`src/rtl/pwm_transmitter.sv`:
```
// -----------------------------------------------------------------------------
// pwm_transmitter
//
// Servo/ESC-style PWM generator on a 1 us time base. An 8-bit command value
// maps onto a MIN_PULSE_US..MAX_PULSE_US high time inside a PERIOD_US frame.
// Commands are double-buffered: value_valid loads a pending register, and the
// pending value is copied into the active length only at a frame boundary, so
// a pulse is never shortened or stretched once it has started.
//
// Frame boundary: the clock edge that opens a frame (counter = 0). Inputs
// sampled at that edge (value_valid/value_in, arm) decide the new frame's
// length, and pwm_out, frame_start and pulse_len_us all reflect the new frame
// in the very cycle the edge opens.
//
// Optional feature, compile-time macro PWM_FAILSAFE_EN:
//   defined   - watchdog counts frames without value_valid; after
//               FAILSAFE_FRAMES of them, failsafe=1 and pulses fall to MIN.
//   undefined - no watchdog; failsafe tied 0; the last value holds forever.
//
// Ports:
//   us_clk        in   1  1 MHz tick clock, all logic on its rising edge
//   resetn        in   1  synchronous active-low reset
//   value_in      in   8  command value
//   value_valid   in   1  single-cycle strobe, loads value_in into pending
//   arm           in   1  0 forces MIN_PULSE_US pulses, 1 uses the command
//   pwm_out       out  1  registered PWM output
//   frame_start   out  1  one-cycle pulse on the first cycle of each frame
//   pulse_len_us  out 12  high time in effect for the current frame
//   failsafe      out  1  watchdog tripped (0 without PWM_FAILSAFE_EN)
// -----------------------------------------------------------------------------
module pwm_transmitter #(
    parameter int unsigned PERIOD_US       = 20000,
    parameter int unsigned MIN_PULSE_US    = 1000,
    parameter int unsigned MAX_PULSE_US    = 2000,
    parameter int unsigned FAILSAFE_FRAMES = 10
) (
    input  logic        us_clk,
    input  logic        resetn,
    input  logic [7:0]  value_in,
    input  logic        value_valid,
    input  logic        arm,
    output logic        pwm_out,
    output logic        frame_start,
    output logic [11:0] pulse_len_us,
    output logic        failsafe
);

    // The 18-bit product holds 8-bit value times a 10-bit span.
    if (MIN_PULSE_US == 0 || MAX_PULSE_US <= MIN_PULSE_US || MAX_PULSE_US > 4095 ||
        (MAX_PULSE_US - MIN_PULSE_US) > 1023 || PERIOD_US < 2 * MAX_PULSE_US ||
        PERIOD_US > 32767 || FAILSAFE_FRAMES == 0) begin : g_param_check
        $error("pwm_transmitter: parameter set out of range");
    end

    localparam logic [14:0] PERIOD_LAST = 15'(PERIOD_US - 1);
    localparam logic [11:0] MIN_LEN     = 12'(MIN_PULSE_US);
    localparam logic [11:0] MAX_LEN     = 12'(MAX_PULSE_US);
    localparam logic [9:0]  SPAN        = 10'(MAX_PULSE_US - MIN_PULSE_US);

    typedef enum logic {S_LOW = 1'b0, S_HIGH = 1'b1} state_t;

    // len = MIN + (v * (MAX - MIN)) >> 8, with 255 pinned to exactly MAX.
    function automatic logic [11:0] map_len(input logic [7:0] v);
        if (v == 8'hFF) return MAX_LEN;
        return MIN_LEN + 12'((18'(v) * 18'(SPAN)) >> 8);
    endfunction

    // cnt_q is the frame position of the cycle that the next edge opens;
    // all outputs are registered from it, so the pin tracks the counter
    // with no extra cycle of latency.
    logic [14:0] cnt_q, cnt_d;
    logic [7:0]  pend_q, pend_d;
    logic [11:0] len_q, len_d;
    state_t      state_q, state_d;
    logic        pwm_q, pwm_d;
    logic        frame_start_q, frame_start_d;
    logic        boundary;
    logic        trip;
    logic [7:0]  cmd;

    assign boundary = (cnt_q == '0);

`ifdef PWM_FAILSAFE_EN
    localparam int unsigned      FS_W     = $clog2(FAILSAFE_FRAMES + 1);
    localparam logic [FS_W-1:0]  FS_LIMIT = FS_W'(FAILSAFE_FRAMES);

    logic [FS_W-1:0] fs_cnt_q, fs_cnt_d;
    logic            failsafe_q, failsafe_d;

    // A strobe always wins: it clears the watchdog and the failsafe flag,
    // and a strobe coinciding with a boundary is never treated as a timeout.
    always_comb begin
        fs_cnt_d   = fs_cnt_q;
        failsafe_d = failsafe_q;
        trip       = boundary && !value_valid && (fs_cnt_q == FS_LIMIT);
        if (value_valid) begin
            fs_cnt_d   = '0;
            failsafe_d = 1'b0;
        end else if (boundary) begin
            if (fs_cnt_q == FS_LIMIT) failsafe_d = 1'b1;
            else                      fs_cnt_d   = fs_cnt_q + FS_W'(1);
        end
    end

    assign failsafe = failsafe_q;
`else
    assign trip     = 1'b0;
    assign failsafe = 1'b0;
`endif

    always_comb begin
        // NOTE: every always_comb output gets a default first so no path
        // leaves it unassigned, which would infer a latch.
        cmd    = value_valid ? value_in : pend_q;  // same-edge strobe bypasses
        pend_d = cmd;
        cnt_d  = (cnt_q == PERIOD_LAST) ? '0 : cnt_q + 15'd1;

        len_d = len_q;
        if (boundary) len_d = (arm && !trip) ? map_len(cmd) : MIN_LEN;

        state_d = state_q;
        if (boundary)                 state_d = S_HIGH;
        else if (cnt_q == 15'(len_q)) state_d = S_LOW;

        pwm_d         = (state_d == S_HIGH);
        frame_start_d = boundary;
    end

    always_ff @(posedge us_clk) begin
        // NOTE: sequential state uses non-blocking assignments so every flop
        // samples the pre-edge values regardless of statement order.
        if (!resetn) begin
            cnt_q         <= '0;
            pend_q        <= '0;
            len_q         <= MIN_LEN;
            state_q       <= S_LOW;
            pwm_q         <= 1'b0;
            frame_start_q <= 1'b0;
`ifdef PWM_FAILSAFE_EN
            fs_cnt_q      <= '0;
            failsafe_q    <= 1'b0;
`endif
        end else begin
            cnt_q         <= cnt_d;
            pend_q        <= pend_d;
            len_q         <= len_d;
            state_q       <= state_d;
            pwm_q         <= pwm_d;
            frame_start_q <= frame_start_d;
`ifdef PWM_FAILSAFE_EN
            fs_cnt_q      <= fs_cnt_d;
            failsafe_q    <= failsafe_d;
`endif
        end
    end

    assign pwm_out      = pwm_q;
    assign frame_start  = frame_start_q;
    assign pulse_len_us = len_q;

endmodule

```
`config.mk`:
```
export PLATFORM = sky130hd
export DESIGN_NAME = pwm_transmitter
export DESIGN_NICKNAME = d
export VERILOG_FILES = /design/src/rtl/pwm_transmitter.sv
export SDC_FILE = /design/constraint.sdc
export NUM_CORES = 1
export LEC_CHECK = 0
export BUFFER_PORTS_ARGS = -buffer_cell sky130_fd_sc_hd__buf_2
export CAP_MARGIN = 5
export CORE_ASPECT_RATIO = 0.5
export CORE_MARGIN = 1.5
export CORE_UTILIZATION = 50
export CTS_BUF_LIST = sky130_fd_sc_hd__clkbuf_8
export DETAILED_ROUTE_END_ITERATION = 16
export HOLD_SLACK_MARGIN = 0.12
export PLACE_DENSITY = 0.69
export SYNTH_ARGS = -nofsm -noshare
export SYNTH_HDL_FRONTEND = slang
export SYNTH_SLANG_ARGS = --single-unit
```
`constraint.sdc`:
```
create_clock -name us_clk -period 16.4 [get_ports us_clk]
set_clock_uncertainty 0.2 [all_clocks]
set_input_delay 0.82 -clock us_clk [delete_from_list [all_inputs] [get_ports us_clk]]
set_output_delay 0.82 -clock us_clk [all_outputs]
set_load 0.005 [all_outputs]
```
==> summary.md, run 1 <==
| Metric | Value |
|---|---|
| Status | completed |
| Setup Fix Bufs, Post-CTS | 0 |
| Routed WL per cell | approximately 13 um |
| Synth cell types | 51 |
| Slowest-stage cell, CP | fa_1 |
| Site Rows | 20 |
| CP startpoint kind | primary input |
| Power Internal | between 300 and 400 uW |
| Post-route ant nets | 0 |
| Critical Path AT | slightly below 7 ns |
| Vias | 2,334 |
| Vias in the first global route | around 2,300 |
| CP max FO | 10 |
| Worst r2r src | pend_q[2] |
| Finished Cell Area | 0.00341 sq mm |
| YS warnings | 0 |
| DR vias/cell | 5.14 |
| Root buffer cell | clkbuf_8 |
| CTS tree | done |
| Final Util | 0.563 |
| CORE AREA | a little over 0.006 sq mm |
| Die width | around 120 um |
| Min cycle time layout | between 6 and 7 ns |
| Slowest stage delay, CP | around 0.58 ns |
| Total Negative Setup Slacks | 0 ns |
| Initial Utilization | 0.519 |
| Logic pwr share | 0.670 |
| Syn Area/Cell | ~9.0 sq um |
| Main synth FF type | dfxtp_1 |
| H-tree depth | 2 |
| # hold bufs at CTS | 0 |
| Yosys reg bits | 36 |
| Clock transition at path regs | approximately 0.070 ns |
| Clk_lat worst skew | between 0.3 and 0.4 ns |
| Peak VDD IR | 60.4 uV |
| Share of cells above drive strength 1 | 0.109 |
| Antenna Cells | 0 |
| Crit path from | value_valid |
| Part of the power in the clock network | 0.139 |
| Post-synth EDFFs | 0 |
| Initial antenna violation count | 0 |
| Reg power frac | 0.191 |
| Die Footprint | between 0.006 and 0.007 sq mm |
| Chip height | about 60 um |
| Total power | around 570 uW |
| CTS buffer count | 5 |
| Port bufs | 24 |
| Pwr dens | about 170 mW/mm^2 |
| NetSw | 242 uW |
| Slew margin rel. | 0.533 |
| FMAX | approximately 150 MHz |
| Final #Nets | approximately 440 |
| Setup CP Type | primary input to register |
| Count of final setup violators | 0 |
| Worst Tran Pin Value | 0.681 ns |
| Post-DP Area | 0.00330 sq mm |
| Hold Path Origin | pulse_len_us[4] |
| Post-detail-place hpwl | just over 5000 um |
| Pre-Repair DR Iteration Count | 4 |
| Switch share | 0.425 |
| GRT Total Usage | 0.201 |
| Async set-or-reset flop fraction in the synthesized netlist | 0 |
| Clock Tree Buf Depth | 2 |
| Leak | approximately 1.6 nW |
| DR DRC count | 0 |
| CTS resizes | 0 |
| Hold/Removal Path Class | register to register |
| Largest net degree at the start of global routing | 16 |
| Clk sinks | 36 |
| GPL Wtd Cong | between 0.9 and 1 |
| Max-cap violations | 0 |
| Critical path endpoint category | register |
| Critical path required time | ~16 ns |
| Area grow syn2layout | 8.61% |
| Iter 0 DRT Violations | approximately 120 |
| # IOs | 27 |
| Crit share post-route | 0.413 |
| Total global routing overflow | 0 |
| Final Slew Violations | 0 |
| Post-synthesis sequential area ratio | 0.229 |
| Unrepaired setup endpoints after global routing | no |
| Final WL | roughly 6100 um |
| First-pass GRT wire length | approximately 10,000 um |
| Area of the mapped netlist | about 0.0031 sq mm |
| Post-Syn Instances | ~350 |
| Final hold violations | 0 |
## layer usage
metal | share of wire | global-route usage
met1 | 0.50 | 0.260
met2 | 0.46 | 0.330
met5 | 0 | 0
met3 | 0.032 | 0.0532
met4 | 0.012 | 0.0741
## path summary, 6_finish.rpt
check               endpoint  cells after the start  slack, ns
min reg2reg  pulse_len_us[4]                      2       0.29
max          pulse_len_us[9]                     26       9.62
min          pulse_len_us[4]                      2       0.29
max reg2reg  pulse_len_us[9]                     25      10.13
## power by group through the flow
stage	combinational (mW)	clock (mW)	sequential, mW
4_1_cts	0.384	0.0812	0.109
3_3_place_gp	0.371	0	0.110
3_5_place_dp	0.380	0	0.111
5_1_grt	0.433	0.0845	0.110
2_1_floorplan	0.314	0	0.109
6_report	0.381	0.0793	0.109
## area by class of cell
cell class | count | area, sq um
well taps | 88 | 110
flip-flops and latches | 36 | 721
fillers | 577 | 2650
repair buffers | 24 | 120
clock inverters | 3 | 38.8
clock buffers | 5 | 68.8
multi-input cells | 258 | 2200
inverters | 40 | 150
## sequential cells by signal (all words and copies together) (netlist names)
signal,cells
pwm_out,1
pulse_len_us,11
pend_q,8
frame_start,1
cnt_q,15
## synthesized netlist by cell type, drive strengths merged, types with 5 or more instances
cell | number | area [sq um]
nand4 | 8 | 50.1
ha | 40 | 500
nor2 | 34 | 128
inv | 40 | 150
or3 | 5 | 36.3
nor4 | 6 | 52.6
buf | 5 | 33.8
a21oi | 16 | 91.3
xnor2 | 30 | 263
mux2i | 7 | 70.1
o21ai | 8 | 43.8
clkbuf | 10 | 37.5
nand3 | 14 | 70.1
nand2 | 17 | 63.8
dfxtp | 36 | 721
xor2 | 11 | 96.3
fa | 20 | 400
## cell usage in the layout, fill, tap and decap left out, types with 2 or more instances in the layout
cell type and instances:
ha_1 40, a211oi_1 3, clkbuf_8 5, inv_1 41
o211ai_1 2, fa_1 20, nand3_1 14, nor2_1 34
a21oi_2 3, nor4b_1 3, mux2i_1 7, nand4_1 8
dfxtp_1 36, o22a_1 3, nor4_1 5, conb_1 2
xor2_1 11, o21ai_0 6, nand2_1 17, a21oi_1 13
a31oi_1 2, mux2_2 2, buf_2 24, and3_1 3
or3_1 4, xnor2_1 30, nand3b_1 2, nor2b_1 2
a21o_1 2
## per-stage QoR
step	instances	hold slack [ns]	setup WS, ns
finish	454	0.294	9.62
global route	454	0.323	9.24
CTS	454	0.297	9.62
detailed placement	446	0.288	9.30
global placement	446	0.271	9.54
floorplan	349	0.253	9.87
## critical path: cells and delay by family
| kind | cells | cell delay (ns) |
|---|---|---|
| mux | 2 | 0.66 |
| simple gates | 5 | 0.98 |
| fa+ha+maj | 6 | 2.41 |
| compound gates | 6 | 0.93 |
| xor+xnor | 3 | 0.44 |
| buf+inv | 4 | 0.52 |
## cells by family (layout without fill, tap and decap cells)
group | after synthesis | in the layout | synth area share
adders and majority gates | 60 | 60 | 0.287
AOI/OAI and AO/OA | 43 | 43 | 0.0904
buffers and inverters | 55 | 72 | 0.0705
and+or+nand+nor | 103 | 103 | 0.178
muxes | 9 | 9 | 0.0295
xor gates and xnor gates | 41 | 41 | 0.114
other | 1 | 2 | 0.00119
DFF | 36 | 36 | 0.229
Note: power is estimated with default switching activity, not from simulation.
==> inputs of run 2 (changes only) <==
ABC_AREA = 1   (was not set)
PLACE_DENSITY = 0.71   (was 0.69)
clock period = 6.1 ns   (was 16.4 ns; I/O delays follow)
==> summary.md, run 2 <==
| Metric | Value |
|---|---|
| Routed WL per cell | about 12 um |
| Synth Area in Simple Gates | 0.288 |
| # IOs | 27 |
| Clock transition at path regs | ~0.080 ns |
| Final cell count without fillers | 568 |
| CP startpoint kind | register |
| Unrepaired setup endpoints after global routing | no |
| Share of cells above drive strength 1 | 0.154 |
| Top cells by area, synth | dfxtp_1, ha_1, fa_1 |
| Total power | 1.79 mW |
| Worst Tran Pin Value | 0.832 ns |
| CTS tree | done |
| Max reg flops | 15 |
| Final hold violations | 0 |
| DR DRC count | 0 |
| Min cycle time layout | ~5.4 ns |
| Top-count cell post-synth | nand2_1 |
| Largest Register | cnt_q |
| Commonest non-fill, non-tap cell in the layout | nand2_1 |
| Count of final setup violators | 0 |
| Yosys reg bits | 36 |
| Vias in the first global route | roughly 2,700 |
| Clock Tree Buf Depth | 2 |
| Area grow syn2layout | 10.9% |
| Leak | around 1.8 nW |
| Peak VDD IR | about 270 uV |
| CORE AREA | between 0.006 and 0.007 sq mm |
| Synth cell types | between 40 and 50 |
| Status | completed |
| Critical path required time | a little over 6 ns |
| Vias | between 2,000 and 3,000 |
| Post-detail-place hpwl | ~5600 um |
| CP max FO | 5 |
| Fin Hold WS | 0.147 ns |
| Iter 0 DRT Violations | 177 |
| Critical path endpoint category | register |
| Async set-or-reset flop fraction in the synthesized netlist | 0 |
| Hold/Removal Path Class | primary input to register |
| Post-synth top cells | nand2_1, inv_1, ha_1 |
| Pwr dens | between 400 and 500 mW/mm^2 |
| Setup Fix Bufs, Post-CTS | 0 |
| Setup CP Type | register to register |
| Post-route ant nets | 0 |
| Post-synth EDFFs | 0 |
| Most area-hungry cell type in the Yosys netlist | dfxtp_1 |
| Initial antenna violation count | 0 |
| Multiplexer area fraction after synthesis | 0 |
| Port bufs | 24 |
| First-pass GRT wire length | 11,800 um |
| FMAX | about 190 MHz |
| Total global routing overflow | 0 |
| Final Slew Violations | 0 |
| Total Negative Setup Slacks | 0 ns |
| Antenna Cells | 0 |
| Final WL | approximately 6800 um |
| Synth Area in Compound Gates | 0.0978 |
| Crit share post-route | 0.883 |
| Finished Cell Area | ~0.0037 sq mm |
| Clk sinks | 36 |
| Chip height | a little over 60 um |
| Max-cap violations | 0 |
| Commonest non-fill, non-tap cells in the layout | nand2_1, inv_1, ha_1, dfxtp_1, nor2_1 |
| Largest net degree at the start of global routing | 20 |
| Die Footprint | 0.00721 sq mm |
| Slew margin rel. | 0.439 |
| YS warnings | 0 |
| Area of the mapped netlist | about 0.0033 sq mm |
| GPL Wtd Cong | slightly below 0.9 |
| Critical Path AT | 5.38 ns |
| H-tree depth | 2 |
| Dpl cells | approximately 560 |
| Largest family of logic cells by synthesized area | simple AND/OR/NAND/NOR gates |
| Post-Syn Instances | ~450 |
| Site Rows | 20 |
| Main synth FF type | dfxtp_1 |
| Pre-Repair DR Iteration Count | 4 |
| CTS buffer count | 5 |
| Adder-cell area share of the yosys netlist | 0.270 |
| GRT Total Usage | 0.209 |
| Initial Utilization | 0.534 |
| Synth top area share | 0.216 |
| Root buffer cell | clkbuf_8 |
| Syn Area/Cell | 7.50 sq um |
| DR vias/cell | 5.02 |
| Post-synthesis sequential area ratio | 0.216 |
| XOR/XNOR Fraction of Synth Area | 0.0262 |
| Post-DP Area | roughly 0.0036 sq mm |
| Die width | approximately 120 um |
| Clk_lat worst skew | around 0.3 ns |
| Final #Nets | 551 |
## run 2: changes by cell type after synthesis, moves of 4 or more
cell,delta
or3_1,-4
nand2_2,+5
xor2_1,-7
inv_2,+6
or2_2,+10
clkbuf_1,-9
nand2_1,+66
nor3_1,+6
xnor2_1,-24
mux2i_1,-7
a21oi_1,+18
o21ai_0,+13
inv_1,+31
nand3_1,+14
## run 2: cells by family after synthesis
group	count (synthesis)
AOI/OAI and AO/OA	59
xor gates and xnor gates	10
adders and majority gates	60
buffers and inverters	85
DFF	36
other	1
and+or+nand+nor	194
## run 2: timing repair
item | 4_1_cts | 5_1_grt
hold buffers | 2 | 0
gates resized for setup | 0 | 0
endpoints found under the hold margin | 4 | 0
## run 2: layout make-up
class | instances | area [sq um]
Clock inverter | 3 | 38.8
Sequential cell | 36 | 721
Fill cell | 601 | 2550
Tap cell | 88 | 110
Clock buffer | 5 | 68.8
Inverter | 80 | 303
Timing Repair Buffer | 31 | 178
Multi-Input combinational cell | 325 | 2280
## run 2: worst paths after layout
path | from | endpoint | slack, ns | depth (start not counted)
worst max-delay path | pend_q[5] | pulse_len_us[9] | 0.71 | 24
worst max register to register | pend_q[5] | pulse_len_us[9] | 0.71 | 24
worst min-delay path | arm | pulse_len_us[5] | 0.15 | 4
worst min register to register | cnt_q[0] | cnt_q[0] | 0.28 | 1
## run 2: per-layer routing
metal,vias up,wire length (um),track usage
met5,-,0,0
met2,47,3020,0.374
met3,9,253,0.0555
li1,1507,-,-
met1,1286,3410,0.259
met4,0,83,0.0568
## run 2: stage by stage
| stage | util | setup slack (ns) |
|---|---|---|
| global route | 0.592 | 0.233 |
| CTS | 0.592 | 0.681 |
| detailed placement | 0.572 | 0.479 |
| global placement | 0.572 | 0.636 |
| finish | 0.592 | 0.712 |
| floorplan | - | 0.993 |
## run 2: critical path, stage by stage (launching register included)
cell and delay, ns:
dfxtp_1 0.30, o21ai_0 0.65, inv_1 0.30, ha_1 0.36
inv_1 0.05, fa_1 0.57, fa_1 0.44, fa_1 0.51
inv_1 0.04, ha_1 0.34, nand2_1 0.10, o21ai_0 0.23
inv_1 0.08, nand2_1 0.07, nand2_1 0.05, and2_1 0.14
ha_1 0.20, inv_1 0.12, nand3_1 0.09, nor2_1 0.14
nand3_1 0.09, nand2_1 0.06, nand3_1 0.06, nand2_1 0.06
nand2_1 0.04
## run 2: power breakdown
group	switching, mW	internal, mW
clock network	0.0893	0.120
logic	0.804	0.479
registers	0.0292	0.266
==> inputs of run 3 (changes only) <==
GPL_TIMING_DRIVEN = 0   (was not set)
==> summary.md, run 3 (same netlist as run 2, synthesis figures left out) <==
| Metric | Value |
|---|---|
| Crit path from | pend_q[5] |
| Final Slew Violations | 0 |
| Routed WL per cell | between 10 and 15 um |
| First-pass GRT wire length | 11,400 um |
| Peak VDD IR | 198 uV |
| DP Worst Slack | 0.473 ns |
| Worst Tran Pin Value | 0.912 ns |
| Iter 0 DRT Violations | 140 |
| # IOs | 27 |
| Root buffer cell | clkbuf_8 |
| Total global routing overflow | 0 |
| Slowest stage delay, CP | approximately 0.63 ns |
| Port bufs | 23 |
| Initial antenna violation count | 0 |
| Die width | 119 um |
| Leak | 1.82 nW |
| Max reg flops | 15 |
| Vias in the first global route | approximately 2,600 |
| Count of final setup violators | 0 |
| Worst r2r src | pend_q[5] |
| Hold Path Origin | arm |
| Worst reg2reg setup slack | around 0.65 ns |
| Clock Tree Buf Depth | 2 |
| R2r endpoint | pulse_len_us[9] |
| Status | completed |
| Slowest-stage cell, CP | o21ai_0 |
| Initial Utilization | 0.534 |
| Pre-Repair DR Iteration Count | 4 |
| Commonest non-fill, non-tap cell in the layout | nand2_1 |
| Total Negative Setup Slacks | 0 ns |
| Pwr dens | around 470 mW/mm^2 |
| Setup crit end | pulse_len_us[9] |
| Min cycle time layout | 5.45 ns |
| Commonest non-fill, non-tap cells in the layout | nand2_1, inv_1, ha_1, dfxtp_1, nor2_1 |
| Antenna Cells | 0 |
| Site Rows | 20 |
| Max-cap violations | 0 |
| DR vias/cell | 4.97 |
| Setup CP Type | register to register |
| CP Cell Sequence | o21ai_0 -> inv_1 -> ha_1 -> inv_1 -> fa_1 -> fa_1 -> fa_1 -> inv_1 -> ha_1 -> nand2_1 -> o21ai_0 -> inv_1 -> nand2_1 -> nand2_1 -> and2_1 -> ha_1 -> inv_1 -> nand3_1 -> nor2_1 -> nand3_1 -> nand2_1 -> nand3_1 -> nand2_1 -> nand2_1 |
| Unrepaired setup endpoints after global routing | no |
| Share of cells above drive strength 1 | 0.152 |
| DR DRC count | 0 |
| CORE AREA | 0.00626 sq mm |
| Crit share post-route | 0.893 |
| Clock transition at path regs | roughly 0.08 ns |
| Slew margin rel. | 0.386 |
| FMAX | 184 MHz |
| Setup WS post-layout | between 0.6 and 0.7 ns |
| CP startpoint kind | register |
| Critical Path AT | ~5.5 ns |
| Most used cell, CP | nand2_1 |
| Finished Cell Area | approximately 0.0037 sq mm |
| Area grow syn2layout | 11.1% |
| GPL Wtd Cong | about 0.85 |
| Critical path endpoint category | register |
| Critical path required time | between 6 and 7 ns |
| CP max FO | 5 |
| Post-detail-place hpwl | roughly 5500 um |
| Vias | between 2,000 and 3,000 |
| Clk_lat worst skew | approximately 0.3 ns |
| Die Footprint | approximately 0.0072 sq mm |
| Hold/Removal Path Class | primary input to register |
| Clk sinks | 36 |
| GRT Total Usage | 0.201 |
| CTS buffer count | 5 |
| Final #Nets | 551 |
| Post-DP Area | between 0.003 and 0.004 sq mm |
| Largest net degree at the start of global routing | 13 |
| Largest Register | cnt_q |
| Final WL | 6510 um |
| Total power | approximately 1.8 mW |
| Final hold violations | 0 |
| CTS tree | done |
| Fin Hold WS | 0.129 ns |
| Chip height | slightly above 60 um |
| Reg2Reg Depth | 24 |
| H-tree depth | 2 |
| Post-route ant nets | 0 |
-- run 3: cell count changes in the layout (fill, tap and decap cells not counted) --
| cell | before | now |
|---|---|---|
| inv_1 | 72 | 71 |
| clkbuf_1 | 0 | 1 |
| dlygate4sd3_1 | 2 | 3 |
| clkinvlp_4 | 0 | 1 |
| buf_4 | 5 | 2 |
| buf_6 | 0 | 1 |
-- run 3: layer usage --
layer  wire length (um)  track usage  vias to the layer above
met5                  0            0                        -
met4                 77       0.0516                        0
met3                296       0.0517                        8
met2               2880        0.355                       51
met1               3250        0.254                     1263
li1                   -            -                     1499
-- run 3: layout make-up --
class / count / area (sq um)
Multi-Input combinational cell: 325 / 2280
Clock inverter: 3 / 42.5
Buffer: 5 / 35.0
Fill cell: 609 / 2550
Timing Repair Buffer: 26 / 145
Inverter: 80 / 303
Tap cell: 88 / 110
Clock buffer: 5 / 68.8
Sequential cell: 36 / 721
-- run 3: through the flow --
step            util  std cells
2_1_floorplan      -        446
3_3_place_gp   0.570        557
3_5_place_dp   0.570        557
4_1_cts        0.593        568
5_1_grt        0.593        568
6_report       0.593        568
-- run 3: report_power, final --
part	internal [mW]	switching (mW)	leakage, nW	total [mW]
Sequential	0.266	0.0301	0.295	0.296
Clock	0.121	0.0957	0.0541	0.217
Combinational	0.472	0.768	1.47	1.24
Total	0.859	0.894	1.82	1.75
-- run 3: worst max-delay path: cells and delay by family, from the launching register on --
| kind | cells | cell delay (ns) |
|---|---|---|
| adder cells (fa/ha/maj) | 6 | 2.43 |
| AND/OR/NAND/NOR | 11 | 0.89 |
| AO/OA/AOI/OAI | 2 | 0.89 |
| buffers and inverters | 5 | 0.63 |
| flip-flops | 1 | 0.30 |
-- run 3: repair_timing --
item / in CTS / in global routing
hold endpoints to repair: 4 / 0
hold buffers: 3 / 0
buffers inserted: 0 / 0
setup endpoints to repair: 0 / 0
resized for setup: 0 / 0
-- run 3: worst min-delay path by stage --
| stage | end | slack [ns] | depth (start not counted) |
|---|---|---|---|
| finish | pulse_len_us[5] | 0.13 | 4 |
| global route | pulse_len_us[5] | 0.12 | 4 |
| CTS | pulse_len_us[5] | 0.12 | 4 |
| detailed placement | cnt_q[0] | 0.27 | 1 |
| global placement | cnt_q[0] | 0.26 | 1 |
| floorplan | pulse_len_us[3] | 0.17 | 1 |
